$ cat config.mk
export PLATFORM = sky130hd
export DESIGN_NAME = strobe_ctrl
export DESIGN_NICKNAME = d
export VERILOG_FILES = /design/src/rtl/strobe_ctrl_pkg.sv /design/src/rtl/strobe_ctrl.sv
export SDC_FILE = /design/constraint.sdc
export NUM_CORES = 1
export LEC_CHECK = 0
export CAP_MARGIN = 20
export CORE_UTILIZATION = 35
export CTS_CLUSTER_SIZE = 25
export DETAILED_ROUTE_END_ITERATION = 12
export PLACE_DENSITY = 0.6
export SLEW_MARGIN = 30
export SYNTH_ARGS = -nofsm -noshare
export SYNTH_HDL_FRONTEND = slang
export SYNTH_SLANG_ARGS = --single-unit
$ cat constraint.sdc
create_clock -name i_clk -period 3.3 [get_ports i_clk]
set_input_delay 0.33 -clock i_clk [delete_from_list [all_inputs] [get_ports i_clk]]
set_output_delay 0.33 -clock i_clk [all_outputs]
set_load 0.005 [all_outputs]
$ cat src/rtl/strobe_ctrl_pkg.sv
// rtl/strobe_ctrl_pkg.sv - shared types and constants for the strobe sequencer
// State encoding, seeding constants and the seed byte selector.
package strobe_ctrl_pkg;

  typedef enum logic [1:0] {
    ST_IDLE = 2'd0,
    ST_SEED = 2'd1,
    ST_RUN  = 2'd2,
    ST_DONE = 2'd3
  } state_t;

  localparam int          SEED_BYTES      = 16;
  localparam logic [31:0] SEED_ZERO_SUBST = 32'h9E3779B9;

  // Byte k of each 4-byte group is taken MSB first.
  function automatic logic [7:0] seed_byte(input logic [31:0] w, input logic [1:0] k);
    logic [7:0] b;
    case (k)
      2'd0:    b = w[31:24];
      2'd1:    b = w[23:16];
      2'd2:    b = w[15:8];
      default: b = w[7:0];
    endcase
    return b;
  endfunction

endpackage

$ cat src/rtl/strobe_ctrl.sv
// rtl/strobe_ctrl.sv - command sequencer that seeds and gates one strobe instance
// Accepts a command, streams 16 seed bytes, then runs the strobe for a burst or until abort.
module strobe_ctrl
  import strobe_ctrl_pkg::*;
#(
  parameter int CTRL_PERIOD_W = 16,
  parameter int CTRL_JITTER_W = 8,
  parameter int BURST_W       = 16
) (
  input  logic                     i_clk,
  input  logic                     i_rst,
  input  logic                     i_cg,
  input  logic                     i_cmdValid,
  output logic                     o_cmdReady,
  input  logic [CTRL_PERIOD_W-1:0] i_cmdPeriodM1,
  input  logic [CTRL_JITTER_W-1:0] i_cmdJitter,
  input  logic [31:0]              i_cmdSeed,
  input  logic [BURST_W-1:0]       i_cmdBurst,
  input  logic                     i_abort,
  output logic [CTRL_PERIOD_W-1:0] o_ctrlPeriodM1,
  output logic [CTRL_JITTER_W-1:0] o_ctrlJitter,
  output logic [7:0]               o_jitterSeedByte,
  output logic                     o_jitterSeedValid,
  output logic                     o_strobeCg,
  input  logic                     i_strobe,
  output logic                     o_busy,
  output logic                     o_done,
  output logic                     o_aborted,
  output logic [BURST_W-1:0]       o_remaining
);

  state_t                   r_state;
  logic [3:0]               r_seedIdx;
  logic [31:0]              r_seed;
  logic                     r_burstZero;
  logic                     r_cgPrev;
  logic [CTRL_PERIOD_W-1:0] r_periodM1;
  logic [CTRL_JITTER_W-1:0] r_jitter;
  logic [7:0]               r_seedByte;
  logic                     r_seedValid;
  logic                     r_strobeCg;
  logic                     r_busy;
  logic                     r_done;
  logic                     r_aborted;
  logic [BURST_W-1:0]       r_remaining;

  logic        w_cmdReady;
  logic        w_accept;
  logic [31:0] w_seedWord;
  logic        w_strobeHit;
  logic        w_seedLast;
  logic [3:0]  w_seedIdxNext;

  assign w_cmdReady    = (r_state == ST_IDLE);
  assign w_accept      = i_cmdValid && w_cmdReady && i_cg;
  assign w_seedWord    = (i_cmdSeed == 32'd0) ? SEED_ZERO_SUBST : i_cmdSeed;
  // The strobe output is registered behind our gate, so only a value produced
  // while the gate was open last cycle is a fresh pulse.
  assign w_strobeHit   = i_strobe && r_cgPrev;
  assign w_seedLast    = (r_seedIdx == 4'(SEED_BYTES - 1));
  assign w_seedIdxNext = r_seedIdx + 4'd1;

  always_ff @(posedge i_clk or posedge i_rst) begin
    if (i_rst) begin
      r_state     <= ST_IDLE;
      r_seedIdx   <= '0;
      r_seed      <= '0;
      r_burstZero <= 1'b0;
      r_cgPrev    <= 1'b0;
      r_periodM1  <= '0;
      r_jitter    <= '0;
      r_seedByte  <= '0;
      r_seedValid <= 1'b0;
      r_strobeCg  <= 1'b0;
      r_busy      <= 1'b0;
      r_done      <= 1'b0;
      r_aborted   <= 1'b0;
      r_remaining <= '0;
    end else if (i_cg) begin
      r_cgPrev  <= r_strobeCg;
      r_done    <= 1'b0;
      r_aborted <= 1'b0;
      if (i_abort && (r_state != ST_IDLE)) begin
        r_state     <= ST_IDLE;
        r_seedIdx   <= '0;
        r_seedByte  <= '0;
        r_seedValid <= 1'b0;
        r_strobeCg  <= 1'b0;
        r_busy      <= 1'b0;
        r_aborted   <= 1'b1;
        r_remaining <= '0;
      end else begin
        case (r_state)
          ST_IDLE: begin
            if (w_accept) begin
              r_periodM1  <= i_cmdPeriodM1;
              r_jitter    <= i_cmdJitter;
              r_remaining <= i_cmdBurst;
              r_burstZero <= (i_cmdBurst == '0);
              r_seed      <= w_seedWord;
              r_seedIdx   <= '0;
              r_seedByte  <= seed_byte(w_seedWord, 2'd0);
              r_seedValid <= 1'b1;
              r_busy      <= 1'b1;
              r_state     <= ST_SEED;
            end
          end
          ST_SEED: begin
            if (w_seedLast) begin
              r_seedIdx   <= '0;
              r_seedByte  <= '0;
              r_seedValid <= 1'b0;
              r_strobeCg  <= 1'b1;
              r_state     <= ST_RUN;
            end else begin
              r_seedIdx  <= w_seedIdxNext;
              r_seedByte <= seed_byte(r_seed, w_seedIdxNext[1:0]);
            end
          end
          ST_RUN: begin
            if (w_strobeHit && !r_burstZero && (r_remaining != '0)) begin
              if (r_remaining == BURST_W'(1)) begin
                r_remaining <= '0;
                r_strobeCg  <= 1'b0;
                r_done      <= 1'b1;
                r_state     <= ST_DONE;
              end else begin
                r_remaining <= r_remaining - BURST_W'(1);
              end
            end
          end
          default: begin
            r_busy  <= 1'b0;
            r_state <= ST_IDLE;
          end
        endcase
      end
    end
  end

  assign o_cmdReady        = w_cmdReady;
  assign o_ctrlPeriodM1    = r_periodM1;
  assign o_ctrlJitter      = r_jitter;
  assign o_jitterSeedByte  = r_seedByte;
  assign o_jitterSeedValid = r_seedValid;
  assign o_strobeCg        = r_strobeCg;
  assign o_busy            = r_busy;
  assign o_done            = r_done;
  assign o_aborted         = r_aborted;
  assign o_remaining       = r_remaining;

endmodule
==> flow_metrics.env, run 1 <==
export IMPL_outcome="completed"
export IMPL_finalHoldViolations=0
export IMPL_ctsHtreeMaxLevel=3
export IMPL_synth_area_leaders="dfrtp_1 49%, mux2_2 8.4%, o21ai_0 4.3%"
export IMPL_critPathLaunchType="flip-flop"
export IMPL_grt_overflow_total=0
export IMPL_slew_headroom_pct=50.6
export IMPL_async_reset_ff_share_pct=100
export IMPL_area_growth_pct=38.8
export IMPL_skew_ns=0.0111
export IMPL_post_cts_buffers=0
export IMPL_grt_max_degree=56
export IMPL_mostFrequentLayoutCells="131 x clkdlybuf4s50_1, 93 x dfrtp_1, 53 x nand2_1, 41 x nor2_1, 40 x o21ai_0"
export IMPL_num_rows=42
export IMPL_grt_usage_pct=20.8
export IMPL_synthFlopType="dfrtp_1"
export IMPL_fin_setup_tns_ns=0
export IMPL_synth_edf_count=0
export IMPL_cts_buffers=9
export IMPL_min_delay_path_class="primary input to asynchronous set/reset pin"
export IMPL_synth_warning_count=0
export IMPL_netlist_cell_type_count=60
export IMPL_avgSynthCellArea_um2=9.91
export IMPL_cts_sinks=93
export IMPL_path_delay_family="compound AO/OA/AOI/OAI gates"
export IMPL_crit_slowest_cell="a211oi_1"
export IMPL_reg2reg_depth=7
export IMPL_die_h_um=118
export IMPL_fin_crit_ns=2.59
export IMPL_start_util_pct=35.7
export IMPL_vias_per_cell=5.39
export IMPL_fmax_ghz=0.386
export IMPL_cts_buffer_depth=2
export IMPL_fp_dieW_um=118
export IMPL_worst_slew_pin_slew_ns=0.738
export IMPL_r2r_end="o_remaining[3]"
export IMPL_arrival_ns=2.81
export IMPL_synth_top_cell_area_share_pct=49.4
export IMPL_timing_hold_ws_ns=0.403
export IMPL_wl_per_cell_um=17.7
export IMPL_ys_ff_latch=93
export IMPL_dp_hpwl_mm=10.3
export IMPL_syn_area_um2=4710
export IMPL_coreArea_um2=13200
export IMPL_r2r_slack_ns=0.71
export IMPL_drt_wl_total_mm=13.9
export IMPL_final_common_cell="clkdlybuf4s50_1"
export IMPL_drc=0
export IMPL_ios=132
export IMPL_yosys_area_top_type="dfrtp_1"
export IMPL_hold_buffers=0
export IMPL_grt_pass1_wl_mm=22.8
export IMPL_slew_violations=0
export IMPL_path_depth=7
export IMPL_gp_congestion=0.918
export IMPL_drtPass1Iterations=5
export IMPL_diodes=0
export IMPL_cts_reportedPaths_clkPinSlew_ns=0.07
export IMPL_r2r_start="r_state[0]"
export IMPL_max_stage_delay_ns=0.47
export IMPL_ant_nets=0
export IMPL_layout_drive_gt1_share_pct=12.8
export IMPL_nets=692
export IMPL_endpoint_kind="flip-flop"
export IMPL_antenna_found_initial=0
export IMPL_crit_fanout=16
export IMPL_required_ns=3.53
export IMPL_post_cts_resized=0
export IMPL_cts_root_buf="clkbuf_16"
export IMPL_setup_viol=0
export IMPL_drt_iter0_markers=446
export IMPL_timing_final_crit_share_pct=78.4
export IMPL_final_util_pct=49.6
export IMPL_seq_area_frac_synth_pct=49.4
export IMPL_die_area_um2=13900
export IMPL_ir_drop_uv=464
export IMPL_syn_nets=564
export IMPL_synthCells=475
export IMPL_critPathKind="flip-flop to flip-flop"
export IMPL_grt_pass1_vias=4307
export IMPL_numPortBuffers=131
export IMPL_critPathBufInv=1
export IMPL_leakage_nw=2.75
export IMPL_p_per_area_nw_per_um2=876
export IMPL_cts_tree="built"
export IMPL_insertion_delay_ns=0.34
export IMPL_via_count=4228
export IMPL_rsz0062_at_grt="false"
export IMPL_n_fill_cell=1234
export IMPL_drv_cap=0
export IMPL_path_cells="inv_1 > ha_1 > nand2b_1 > a211oi_1 > a31oi_4 > a31o_2 > a221o_1"
==> per-layer routing <==
metal | vias to the layer above | global-route usage, % | wire length (µm)
li1 | 1979 | - | -
met1 | 2042 | 28.7 | 6420
met2 | 192 | 31.4 | 6060
met3 | 15 | 5.43 | 1230
met4 | 0 | 7.29 | 196
met5 | - | 0 | 0
==> flip-flops by register name, indices dropped and copies added (netlist names) <==
signal	flops
o_ctrlJitter	8
o_jitterSeedByte	8
o_ctrlPeriodM1	16
r_state	2
r_cgPrev	1
o_aborted	1
o_jitterSeedValid	1
r_seed	32
o_busy	1
r_seedIdx	4
r_burstZero	1
o_strobeCg	1
o_remaining	16
o_done	1
==> layout make-up <==
class	count	area [µm²]	area share, %
sequential	93	2330	35.6
timing repair buffer	143	1410	21.6
tap	176	220	3.37
clock buffer	11	243	3.71
clock inverter	5	60.1	0.918
multi-input combinational	332	2180	33.4
inverter	24	91.3	1.40
==> worst max-delay path by stage <==
stage	slack [ns]	end	from
4_1_cts	0.73	o_remaining[3]	r_state[0]
3_5_place_dp	0.65	o_remaining[3]	i_cg
3_3_place_gp	0.62	o_remaining[3]	i_abort
6_report	0.71	o_remaining[3]	r_state[0]
5_1_grt	0.60	o_remaining[3]	r_state[0]
2_1_floorplan	0.55	o_aborted	i_rst
==> cells by family after synthesis <==
kind of cell / count (synthesis) / share of synthesized area (%)
compound gates: 121 / 17.4
xor+xnor: 1 / 0.186
fa+ha+maj: 11 / 2.92
buf+inv: 50 / 4.33
flops: 93 / 49.4
mux: 38 / 9.01
simple gates: 161 / 16.8
==> cell usage after synthesis, types with 3 or more instances <==
master / n
clkbuf_1: 22
nand2b_1: 4
nor4_1: 14
nor3_1: 4
mux2_2: 35
a22o_1: 4
nor2_1: 41
inv_1: 24
o21ai_0: 40
dfrtp_1: 93
a21oi_1: 24
ha_1: 11
nand4_1: 4
nand2_1: 53
nor2b_1: 9
or4_4: 3
o221ai_1: 4
or2_2: 3
mux2i_1: 3
o31ai_1: 3
nand3_1: 11
a222oi_1: 9
o22ai_1: 7
==> report_power, final <==
group          internal, W  total [W]  switching (W)  leakage (nW)
clock network     0.000610    0.00107       0.000461         0.146
registers          0.00165    0.00206       0.000413          1.17
logic              0.00139    0.00260        0.00121          1.44
==> per-stage QoR <==
| step | area [µm²] | total power [W] | setup slack, ns | instances |
|---|---|---|---|---|
| floorplan | 4710 | 0.00344 | 0.550 | 475 |
| global placement | 6240 | 0.00461 | 0.618 | 768 |
| detailed placement | 6240 | 0.00466 | 0.651 | 768 |
| CTS | 6540 | 0.00575 | 0.726 | 784 |
| global route | 6540 | 0.00613 | 0.604 | 784 |
| finish | 6540 | 0.00573 | 0.712 | 784 |
==> worst register-to-register path: stages (launching register included) <==
cell,delay (ns)
dfrtp_1,0.44
inv_1,0.10
ha_1,0.35
nand2b_1,0.32
a211oi_1,0.48
a31oi_4,0.18
a31o_2,0.29
a221o_1,0.29
Note: power is estimated with default switching activity, not from simulation.
==> inputs of run 2 (changes only) <==
==> constraint.sdc (replaced) <==
create_clock -name i_clk -period 2.4 [get_ports i_clk]
set_input_delay 0.24 -clock i_clk [delete_from_list [all_inputs] [get_ports i_clk]]
set_output_delay 0.24 -clock i_clk [all_outputs]
set_load 0.005 [all_outputs]
==> run 2 against run 1 <==
Clock skew fell by 0.0043 ns. Count of clock-buffer cells in the layout rose by 1. Wire length fell by 0.24%. Cell count rose by 3.6%. Sequential power rose by 34%. Setup slack got worse by 0.62 ns. Combinational power rose by 50%. Flip-flop and latch count did not move. Clock power rose by 62%. Register-to-register slack got worse by 0.62 ns. Critical endpoint unchanged. Largest power group unchanged.
==> flow_metrics.env, run 2 (synthesis results as in run 1) <==
export IMPL_outcome="completed"
export IMPL_path_cells="or4_1 > nor4bb_1 > buf_4 > nand3_1 > a31o_2 > a221o_1"
export IMPL_fmax_ghz=0.433
export IMPL_ios=132
export IMPL_die_area_um2=13900
export IMPL_drt_iter0_markers=394
export IMPL_worst_slew_pin_slew_ns=0.558
export IMPL_final_common_cell="clkdlybuf4s50_1"
export IMPL_diodes=0
export IMPL_rsz0062_at_grt="false"
export IMPL_max_stage_delay_ns=0.60
export IMPL_fin_total_pwr_w=0.00839
export IMPL_gp_congestion=0.935
export IMPL_fin_crit_ns=2.31
export IMPL_fp_dieW_um=118
export IMPL_grt_max_degree=70
export IMPL_layout_drive_gt1_share_pct=16.8
export IMPL_regMostFlops="r_seed"
export IMPL_setup_viol=0
export IMPL_ctsHtreeMaxLevel=3
export IMPL_leakage_nw=2.92
export IMPL_fin_ws_ns=0.0893
export IMPL_nets=720
export IMPL_required_ns=2.64
export IMPL_path_delay_family="simple AND/OR/NAND/NOR gates"
export IMPL_coreArea_um2=13200
export IMPL_crit_slowest_cell="or4_1"
export IMPL_wl_per_cell_um=17.1
export IMPL_start_util_pct=35.7
export IMPL_drtPass1Iterations=5
export IMPL_slew_violations=0
export IMPL_mostFrequentLayoutCells="131 x clkdlybuf4s50_1, 93 x dfrtp_1, 53 x nand2_1, 41 x nor2_1, 40 x o21ai_0"
export IMPL_critPathBufInv=1
export IMPL_via_count=4315
export IMPL_largest_reg_flops=32
export IMPL_arrival_ns=2.55
export IMPL_timing_final_crit_share_pct=96.3
export IMPL_ant_nets=0
export IMPL_antenna_found_initial=0
export IMPL_p_per_area_nw_per_um2=1230
export IMPL_hold_buffers=0
export IMPL_cts_buffer_depth=2
export IMPL_grt_overflow_total=0
export IMPL_ir_drop_uv=500
export IMPL_grt_usage_pct=20.6
export IMPL_critPathKind="flip-flop to flip-flop"
export IMPL_endpoint_kind="flip-flop"
export IMPL_drc=0
export IMPL_skew_ns=0.00688
export IMPL_finalHoldViolations=0
export IMPL_numPortBuffers=131
export IMPL_grt_pass1_wl_mm=22.4
export IMPL_slew_headroom_pct=62.8
export IMPL_cts_root_buf="clkbuf_16"
export IMPL_drt_wl_total_mm=13.9
export IMPL_die_h_um=118
export IMPL_post_cts_resized=0
export IMPL_place_ws_ns=0.0462
export IMPL_crit_fanout=8
export IMPL_insertion_delay_ns=0.35
export IMPL_cts_tree="built"
export IMPL_critPathLaunchType="flip-flop"
export IMPL_cts_reportedPaths_clkPinSlew_ns=0.07
export IMPL_post_cts_buffers=0
export IMPL_cts_buffers=9
export IMPL_cts_sinks=93
export IMPL_drv_cap=0
export IMPL_dp_hpwl_mm=10.4
export IMPL_area_growth_pct=45.0
export IMPL_grt_pass1_vias=4251
export IMPL_min_delay_path_class="primary input to asynchronous set/reset pin"
export IMPL_fin_setup_tns_ns=0
export IMPL_vias_per_cell=5.31
export IMPL_num_rows=42
[run 2: cell types whose count changed in the layout (fill, tap and decap cells not counted)]
cell | before | now
inv_8 | 0 | 1
buf_4 | 11 | 38
clkinv_2 | 2 | 0
clkbuf_1 | 1 | 0
bufinv_16 | 1 | 3
clkinv_4 | 2 | 0
clkbuf_8 | 1 | 3
buf_12 | 1 | 2
[run 2: area by class of cell]
type | count | area (µm²)
multi-input combinational | 332 | 2180
timing repair buffer | 171 | 1640
fill | 1207 | 6360
tap | 176 | 220
clock buffer | 12 | 267
clock inverter | 4 | 101
inverter | 24 | 93.8
sequential | 93 | 2330
[run 2: metrics by stage]
stage | hold slack [ns] | instances | utilization, % | instance area, µm²
2_1_floorplan | 0.356 | 475 | - | 4710
4_1_cts | 0.114 | 809 | 51.6 | 6810
5_1_grt | 0.141 | 812 | 51.8 | 6830
3_5_place_dp | 0.471 | 793 | 48.8 | 6440
3_3_place_gp | 0.464 | 793 | 48.8 | 6440
6_report | 0.124 | 812 | 51.8 | 6830
[run 2: worst paths after layout]
check | startpoint | end | slack, ns | cells past startpoint
min in group i_clk | r_seed[3] | r_seed[3] | 0.48 | 2
max in group asynchronous | i_rst | o_remaining[13] | 1.71 | 3
worst max register to register | o_remaining[15] | o_remaining[3] | 0.09 | 6
worst min-delay path | i_rst | o_ctrlPeriodM1[2] | 0.12 | 2
worst max-delay path | o_remaining[15] | o_remaining[3] | 0.09 | 6
worst min register to register | r_seed[3] | r_seed[3] | 0.48 | 2
[run 2: report_power, final]
group / total [W] / leakage, nW / internal, W / switching [W]
Combinational: 0.00390 / 1.58 / 0.00213 / 0.00177
Sequential: 0.00276 / 1.17 / 0.00226 / 0.000500
Clock: 0.00173 / 0.181 / 0.00111 / 0.000620
Total: 0.00839 / 2.92 / 0.00550 / 0.00289
[run 2: per-layer routing]
layer  global-route usage (%)  part of all wire [%]  vias to the layer above
li1                         -                     -                     2031
met1                     28.2                    44                     2058
met2                     30.1                    44                      202
met3                     6.40                   9.8                       24
met4                     8.33                   2.1                        0
met5                        0                     0                        -
